$ cat src/rtl/usr_pkg.sv
// Shared mode and state encodings for the universal shift register and its burst sequencer.
// Pure definitions: no logic, no latency, no flow control.
// Imported by usr_next_val and usr_seq.
package usr_pkg;

    localparam logic [2:0] MODE_HOLD = 3'b000;
    localparam logic [2:0] MODE_SHR  = 3'b001;
    localparam logic [2:0] MODE_SHL  = 3'b010;
    localparam logic [2:0] MODE_LOAD = 3'b011;
    localparam logic [2:0] MODE_ROR  = 3'b100;
    localparam logic [2:0] MODE_ROL  = 3'b101;
    localparam logic [2:0] MODE_ASR  = 3'b110;
    localparam logic [2:0] MODE_RSVD = 3'b111;

    localparam logic ST_IDLE = 1'b0;
    localparam logic ST_RUN  = 1'b1;

    // Only moving operations are worth repeating; hold/load/reserved complete in one edge.
    function automatic logic is_burst_mode(input logic [2:0] m);
        return (m == MODE_SHR) || (m == MODE_SHL) || (m == MODE_ROR) ||
               (m == MODE_ROL) || (m == MODE_ASR);
    endfunction

endpackage

$ cat src/rtl/usr_next_val.sv
// Next-value mux for the shift register: selects shift/rotate/load/hold result for a mode.
// Purely combinational, zero latency; no flow control.
// Serial inputs are consumed whenever the caller registers the result.
module usr_next_val
    import usr_pkg::*;
#(
    parameter int WIDTH = 8
) (
    input  logic [WIDTH-1:0] q_i,
    input  logic [2:0]       mode_i,
    input  logic [WIDTH-1:0] din_i,
    input  logic             msb_in_i,
    input  logic             lsb_in_i,
    output logic [WIDTH-1:0] nxt_o
);

    always_comb begin
        nxt_o = q_i;
        case (mode_i)
            MODE_SHR:  nxt_o = {msb_in_i, q_i[WIDTH-1:1]};
            MODE_SHL:  nxt_o = {q_i[WIDTH-2:0], lsb_in_i};
            MODE_LOAD: nxt_o = din_i;
            MODE_ROR:  nxt_o = {q_i[0], q_i[WIDTH-1:1]};
            MODE_ROL:  nxt_o = {q_i[WIDTH-2:0], q_i[WIDTH-1]};
            MODE_ASR:  nxt_o = {q_i[WIDTH-1], q_i[WIDTH-1:1]};
            default:   nxt_o = q_i;
        endcase
    end

endmodule

$ cat src/rtl/usr_seq.sv
// Universal shift register with a burst sequencer repeating one operation count times.
// Direct ops take effect at the next edge; a burst takes count enabled edges, done one cycle later.
// en low stalls a running burst in place; start while busy is dropped.
module usr_seq
    import usr_pkg::*;
#(
    parameter int WIDTH = 8,
    parameter int CNT_W = $clog2(WIDTH) + 2
) (
    input  logic             clk,
    input  logic             clear_n,
    input  logic             sync_clr,
    input  logic             en,
    input  logic [2:0]       mode,
    input  logic [WIDTH-1:0] din,
    input  logic             msb_in,
    input  logic             lsb_in,
    input  logic             start,
    input  logic [CNT_W-1:0] count,
    output logic [WIDTH-1:0] q,
    output logic             ser_out_r,
    output logic             ser_out_l,
    output logic             busy,
    output logic             done
);

    logic [WIDTH-1:0] q_q, q_d;
    logic             state_q, state_d;
    logic [CNT_W-1:0] rem_q, rem_d;
    logic [2:0]       mode_q, mode_d;
    logic             done_q, done_d;
    logic [2:0]       op_mode;
    logic [WIDTH-1:0] nxt;

    // A running burst uses its latched mode; live mode is only honoured in IDLE.
    assign op_mode = (state_q == ST_RUN) ? mode_q : mode;

    usr_next_val #(.WIDTH(WIDTH)) u_next (
        .q_i      (q_q),
        .mode_i   (op_mode),
        .din_i    (din),
        .msb_in_i (msb_in),
        .lsb_in_i (lsb_in),
        .nxt_o    (nxt)
    );

    always_comb begin
        q_d     = q_q;
        state_d = state_q;
        rem_d   = rem_q;
        mode_d  = mode_q;
        done_d  = 1'b0;
        if (sync_clr) begin
            q_d     = '0;
            state_d = ST_IDLE;
            rem_d   = '0;
        end else if (state_q == ST_IDLE) begin
            if (start) begin
                mode_d = mode;
                if (count == '0) begin
                    done_d = 1'b1;
                end else if (!is_burst_mode(mode) || count == CNT_W'(1)) begin
                    q_d    = nxt;
                    done_d = 1'b1;
                end else begin
                    q_d     = nxt;
                    rem_d   = count - CNT_W'(1);
                    state_d = ST_RUN;
                end
            end else if (en) begin
                q_d = nxt;
            end
        end else if (en) begin
            q_d   = nxt;
            rem_d = rem_q - CNT_W'(1);
            if (rem_q == CNT_W'(1)) begin
                state_d = ST_IDLE;
                done_d  = 1'b1;
            end
        end
    end

    always_ff @(posedge clk or negedge clear_n) begin
        if (!clear_n) begin
            q_q     <= '0;
            state_q <= ST_IDLE;
            rem_q   <= '0;
            mode_q  <= MODE_HOLD;
            done_q  <= 1'b0;
        end else begin
            q_q     <= q_d;
            state_q <= state_d;
            rem_q   <= rem_d;
            mode_q  <= mode_d;
            done_q  <= done_d;
        end
    end

    assign q         = q_q;
    assign ser_out_r = q_q[0];
    assign ser_out_l = q_q[WIDTH-1];
    assign busy      = (state_q == ST_RUN);
    assign done      = done_q;

endmodule

$ cat config.mk
export PLATFORM = sky130hd
export DESIGN_NAME = usr_seq
export DESIGN_NICKNAME = d
export VERILOG_FILES = /design/src/rtl/usr_pkg.sv /design/src/rtl/usr_next_val.sv /design/src/rtl/usr_seq.sv
export SDC_FILE = /design/constraint.sdc
export NUM_CORES = 1
export LEC_CHECK = 0
export CAP_MARGIN = 25
export CORE_UTILIZATION = 35
export DETAILED_ROUTE_END_ITERATION = 7
export DONT_BUFFER_PORTS = 1
export HOLD_SLACK_MARGIN = 0.06
export PLACE_DENSITY_LB_ADDON = 0.2
export SYNTH_ARGS = -nofsm -noshare
export SYNTH_HDL_FRONTEND = slang
export SYNTH_SLANG_ARGS = --single-unit
$ cat constraint.sdc
create_clock -name clk -period 2.4 [get_ports clk]
set_input_delay 0.24 -clock clk [delete_from_list [all_inputs] [get_ports clk]]
set_output_delay 0.24 -clock clk [all_outputs]
set_load 0.005 [all_outputs]
## After elaboration in Yosys (flattened, before gate mapping)

Cells that the tools add are included.

| storage, ports and cells | value |
|---|---|
| flip-flop bits (word level) | 18 |
| bits of input ports | 23 |
| logic and storage cells | 63 |

| cells by class | value |
|---|---|
| add/sub/neg operators | 2 |
| equal/unequal tests | 17 |
| muxes and demuxes | 27 |
| bitwise logic cells | 2 |
| reductions and logical operators | 10 |

Operators with widths:

| kind | number |
|---|---|
| 8-bit one-hot mux with 6 select lines | 1 |
| 8-bit two-way mux | 5 |
| 5-bit two-way mux | 6 |
| 3-bit == test (second input constant) | 6 |
| 1-bit two-way mux | 14 |
| 5-bit by 1-bit == test with 1-bit output (second input constant) | 2 |
| 5-bit by 1-bit subtractor with 5-bit output (second input constant) | 2 |
| 3-bit by 2-bit == test with 1-bit output (second input constant) | 3 |
| 3-bit inequality test (second input constant) | 3 |
| 3-bit by 1-bit == test with 1-bit output (second input constant) | 2 |
| 5-bit zero test | 1 |
| 1-bit logical OR | 5 |
| 4-bit inequality test (second input constant) | 1 |
| 4-bit AND reduction | 1 |
| 3-bit two-way mux | 1 |
| 3-bit AND reduction | 1 |
| 3-bit nonzero test | 1 |
| 1-bit NOT | 2 |
| 1-bit zero test | 1 |

## Longest topological paths before layout

| logic depth | value |
|---|---|
| word-level depth | 12 |
| depth in mapped cells | 8 |
| mapped depth without buffers | 7 |

## Cells and area by module

Synthesis repeated with hierarchy kept, for this count alone.

| second synthesis, totals | value |
|---|---|
| cell total of the unflattened synthesis | 195 |
| area total of the unflattened synthesis | 1,720.4 µm² |

Modules (own cells, without submodules):

| module | instances | cells an instance | area each (µm²) | seq. area each (µm²) |
|---|---|---|---|---|
| usr_seq | 1 | 113 | 1,129.8 | 450.4 |
| usr_next_val | 1 | 82 | 590.6 | 0.0 |

## Worst setup path after synthesis

Ideal clock, no wire load.

| timing | value |
|---|---|
| path type | reg-to-reg |
| from | reg state_q, in the netlist busy |
| to | reg q_q[2], in the netlist q[2] |
| library setup time | 126 ps |
| arrival time | 1,526 ps |
| data required time | 2,274 ps |
| slack | 748 ps |
| stages on the path, launching flop included | 8 |
| cell sequence | dfrtp_1 buf_6 and3b_1 o2bb2ai_2 or2_1 buf_6 nor2b_4 a221o_1 |

| between the ends | value |
|---|---|
| cells in the longest elaborated chain, start to end | 7 |
| elaborated cells between the ends (all ways) | 14 |
| those cells by class | 7 x eq/ne; 7 x mux |

Ends and longest elaborated chain:

| element | line | text |
|---|---|---|
| from (decl) | usr_seq.sv:28 | `logic state_q, state_d;` |
| from (signal assigned) | usr_seq.sv:92 | `state_q <= state_d;` |
| 3-bit two-way mux | usr_seq.sv:36 | `assign op_mode = (state_q == ST_RUN) ? mode_q : mode;` |
| 3-bit == test, or another cell as far along | usr_next_val.sv:19 | `case (mode_i)` |
| 8-bit one-hot mux with 6 select lines | usr_next_val.sv:19 |  |
| 8-bit two-way mux (on tied branches) | usr_seq.sv:70, usr_seq.sv:73, usr_seq.sv:60 |  |
| 8-bit two-way mux | usr_seq.sv:58 | `if (start) begin` |
| 8-bit two-way mux | usr_seq.sv:57 | `end else if (state_q == ST_IDLE) begin` |
| 8-bit two-way mux | usr_seq.sv:53 | `if (sync_clr) begin` |
| to (signal assigned) | usr_seq.sv:91 | `q_q <= q_d;` |
| to (decl) | usr_seq.sv:27 | `logic [WIDTH-1:0] q_q, q_d;` |

Parallel ways exist; a longest one is shown, timed or not. The select of a mux whose other input is x is not followed.
A chain may end at the register's enable or synchronous reset.

## Final worst setup path

| timing | value |
|---|---|
| from | reg state_q, in the netlist busy |
| to | reg q_q[1], in the netlist q[1] |

The elaborated chain is that of the path after synthesis.

==> impl_metrics.ini <==
[clock_tree]
cts-buffers-inserted = 3
cts.htree.levels = 1
cts_resized = 0
clk_pin_slew_ps = 80
clk_latency_ps = 260
cts_tree = built
cts.sinks = 18
cts.path.max_buffers = 2
root_buffer = clkbuf_8

[place]
gpl.final_weighted_congestion = 0.767
port_buffers = 0
dp_hpwl_mm = 2.37
placed_area_sq_um = 1400

[final_layout]
drive_gt1_share_pct = 16.0
syn_to_final_growth_pct = 7.11
fin_area_sq_um = 1470
n_antenna_cell = 0
final_nets = 173

[route]
drtAntennaViolNets = 0
drt_iter0_drc = 26
viasPerCell = 5.63
via_count = 1080
drt_wl_total_mm = 3.06
wire_per_inst_microns = 15.9
drcViolationCount = 0
first_pass_iters = 4

[worst_setup_path]
reg2reg_to = q[1]
critPathMaxFanout = 9
cp_data_arrival_time_ps = 2170
r2r-start = busy
r2r_cells = 5
required_ps = 2550
startpoint = busy
criticalPathCategory = reg -> reg
critPathLaunchType = flip-flop
crit_end = q[1]
r2r_slack_ps = 370
cp-end-kind = flip-flop

[global_route]
grt-ovfl-total = 0
grt_pass1_vias = 1056
antenna_found_initial = 0
grt_pass1_wl_mm = 4.93
grt_usage_pct = 15.5
grt_start_max_net_pins = 19

[die]
dieArea_sq_um = 4180
core_region_area_sq_um = 3720
ios = 35
fp.dieH_microns = 64.6
initial_core_util_pct = 36.9
num_rows = 22
die_w_microns = 64.6

[pwr]
p_per_area_nw_per_um2 = 582
vdd_drop_max_v = 0.000167
power.leakage_nw = 0.579

[logic_synthesis]
synth_top_area_share_pct = 32.8
ys.flop_type = dfrtp_1
yosysMostFrequentCell = dfrtp_1
synth_area_leaders = dfrtp_1 (33%), mux2i_1 (5.8%), ha_1 (4.6%)
syn-instance-count = 143
postSynthAreaPerCell_sq_um = 9.60
ys_warn_count = 0
yosysSeqAreaShare_pct = 32.8
ys_top_cells_by_count = dfrtp_1 (18), nand2_1 (11), o21ai_0 (11)
synth_seq_cells = 18
ys_types = 45
synth_nets = 171
yosysTopAreaCell = dfrtp_1
async_flop_share_pct = 100
netlist_area_sq_um = 1370
synth-edff-count = 0

[timing]
worstMarginPinSlew_ps = 854
fin_tns_setup_ps = 0
finalCritPeriodShare_pct = 84.5
report.final.slew_viol_count = 0
timing.fmax_mhz = 493
rsz0062_at_grt = false
final-hold-violation-count = 0
slew_headroom_pct = 42.9
setup_violations = 0
finClkSkew_ps = 5.03
finalCriticalPeriod_ps = 2030

[worst_hold_path]
min_from = sync_clr
hold_class = in -> reg

[job]
maxCapViolations = 0

[run_status]
status = complete, no violations
[sequential cells by signal, summed over array words and instances (netlist names)]
name,count
rem_q,5
done,1
mode_q,3
q,8
busy,1
[stage by stage]
step / hold slack (ps) / worst slack (ps) / cells / power, mW / utilization [%]
after floorplan: -55.6 / 748 / 143 / 0.561 / -
after global placement: -55.0 / 435 / 186 / 0.589 / 37.5
after detailed placement: -55.1 / 379 / 186 / 0.593 / 37.5
after CTS: 74.9 / 357 / 192 / 0.873 / 39.6
after global routing: 86.7 / 228 / 192 / 0.906 / 39.6
final: 80.9 / 373 / 192 / 0.856 / 39.6
[final cells by class]
type	count	area, sq um
Clock buffer	4	55.1
Fill cell	386	2250
Inverter	5	18.8
Multi-Input combinational cell	114	858
Sequential cell	18	450
Tap cell	48	60.1
Timing Repair Buffer	3	27.5
[worst min-delay path by stage]
stage	endpoint	slack (ps)	cells past startpoint
floorplan	busy	-60	0
global placement	q[2]	-60	0
detailed placement	q[3]	-60	0
CTS	q[0]	70	1
global route	q[0]	90	1
finish	q[0]	80	1
[critical path, cell delays in order, from the launching register on]
cell and delay [ps]:
dfrtp_1 630, and2b_1 310, o2bb2ai_2 210, or2_1 320, nor2b_4 100, a221o_1 350
[what timing repair did]
item / 4_1_cts / 5_1_grt
hold buffers: 2 / 0
buffers inserted: 0 / 0
endpoints found under the hold margin: 24 / 0
[cells by family after synthesis]
kind of cell             share of synthesized area, %
AND/OR/NAND/NOR                                  21.8
AO/OA/AOI/OAI                                    19.7
flip-flops                                       32.8
multiplexers                                     14.6
buffers and inverters                            4.65
adder cells (fa/ha/maj)                          4.56
XOR/XNOR                                         1.91
[cells in the final DEF (no fill, tap or decap), types with 3 or more instances in the layout]
master    count
a221o_1       6
nor2_1        8
a21oi_1      10
nand4_1       3
mux2i_1       8
nor3_1        7
mux2_2        4
dfrtp_1      18
inv_1         5
o21ai_0      11
ha_1          5
nand2b_1      3
nand2_1      11
clkbuf_8      4
nor3_2        4
[where the power goes]
| part | internal [mW] | leakage (nW) | total [mW] | switching [mW] |
|---|---|---|---|---|
| sequential | 0.334 | 0.239 | 0.377 | 0.0433 |
| combinational | 0.104 | 0.311 | 0.219 | 0.115 |
| clock | 0.146 | 0.0288 | 0.260 | 0.114 |
[metal layers]
metal | up-vias | wire length, microns | GRT usage (%)
met5 | - | 0 | 0
met4 | 0 | 48 | 6.67
met3 | 4 | 191 | 4.58
met2 | 31 | 1500 | 27.1
met1 | 513 | 1320 | 17.4
li1 | 532 | - | -
No activity file was read; power rests on OpenSTA's default activity.
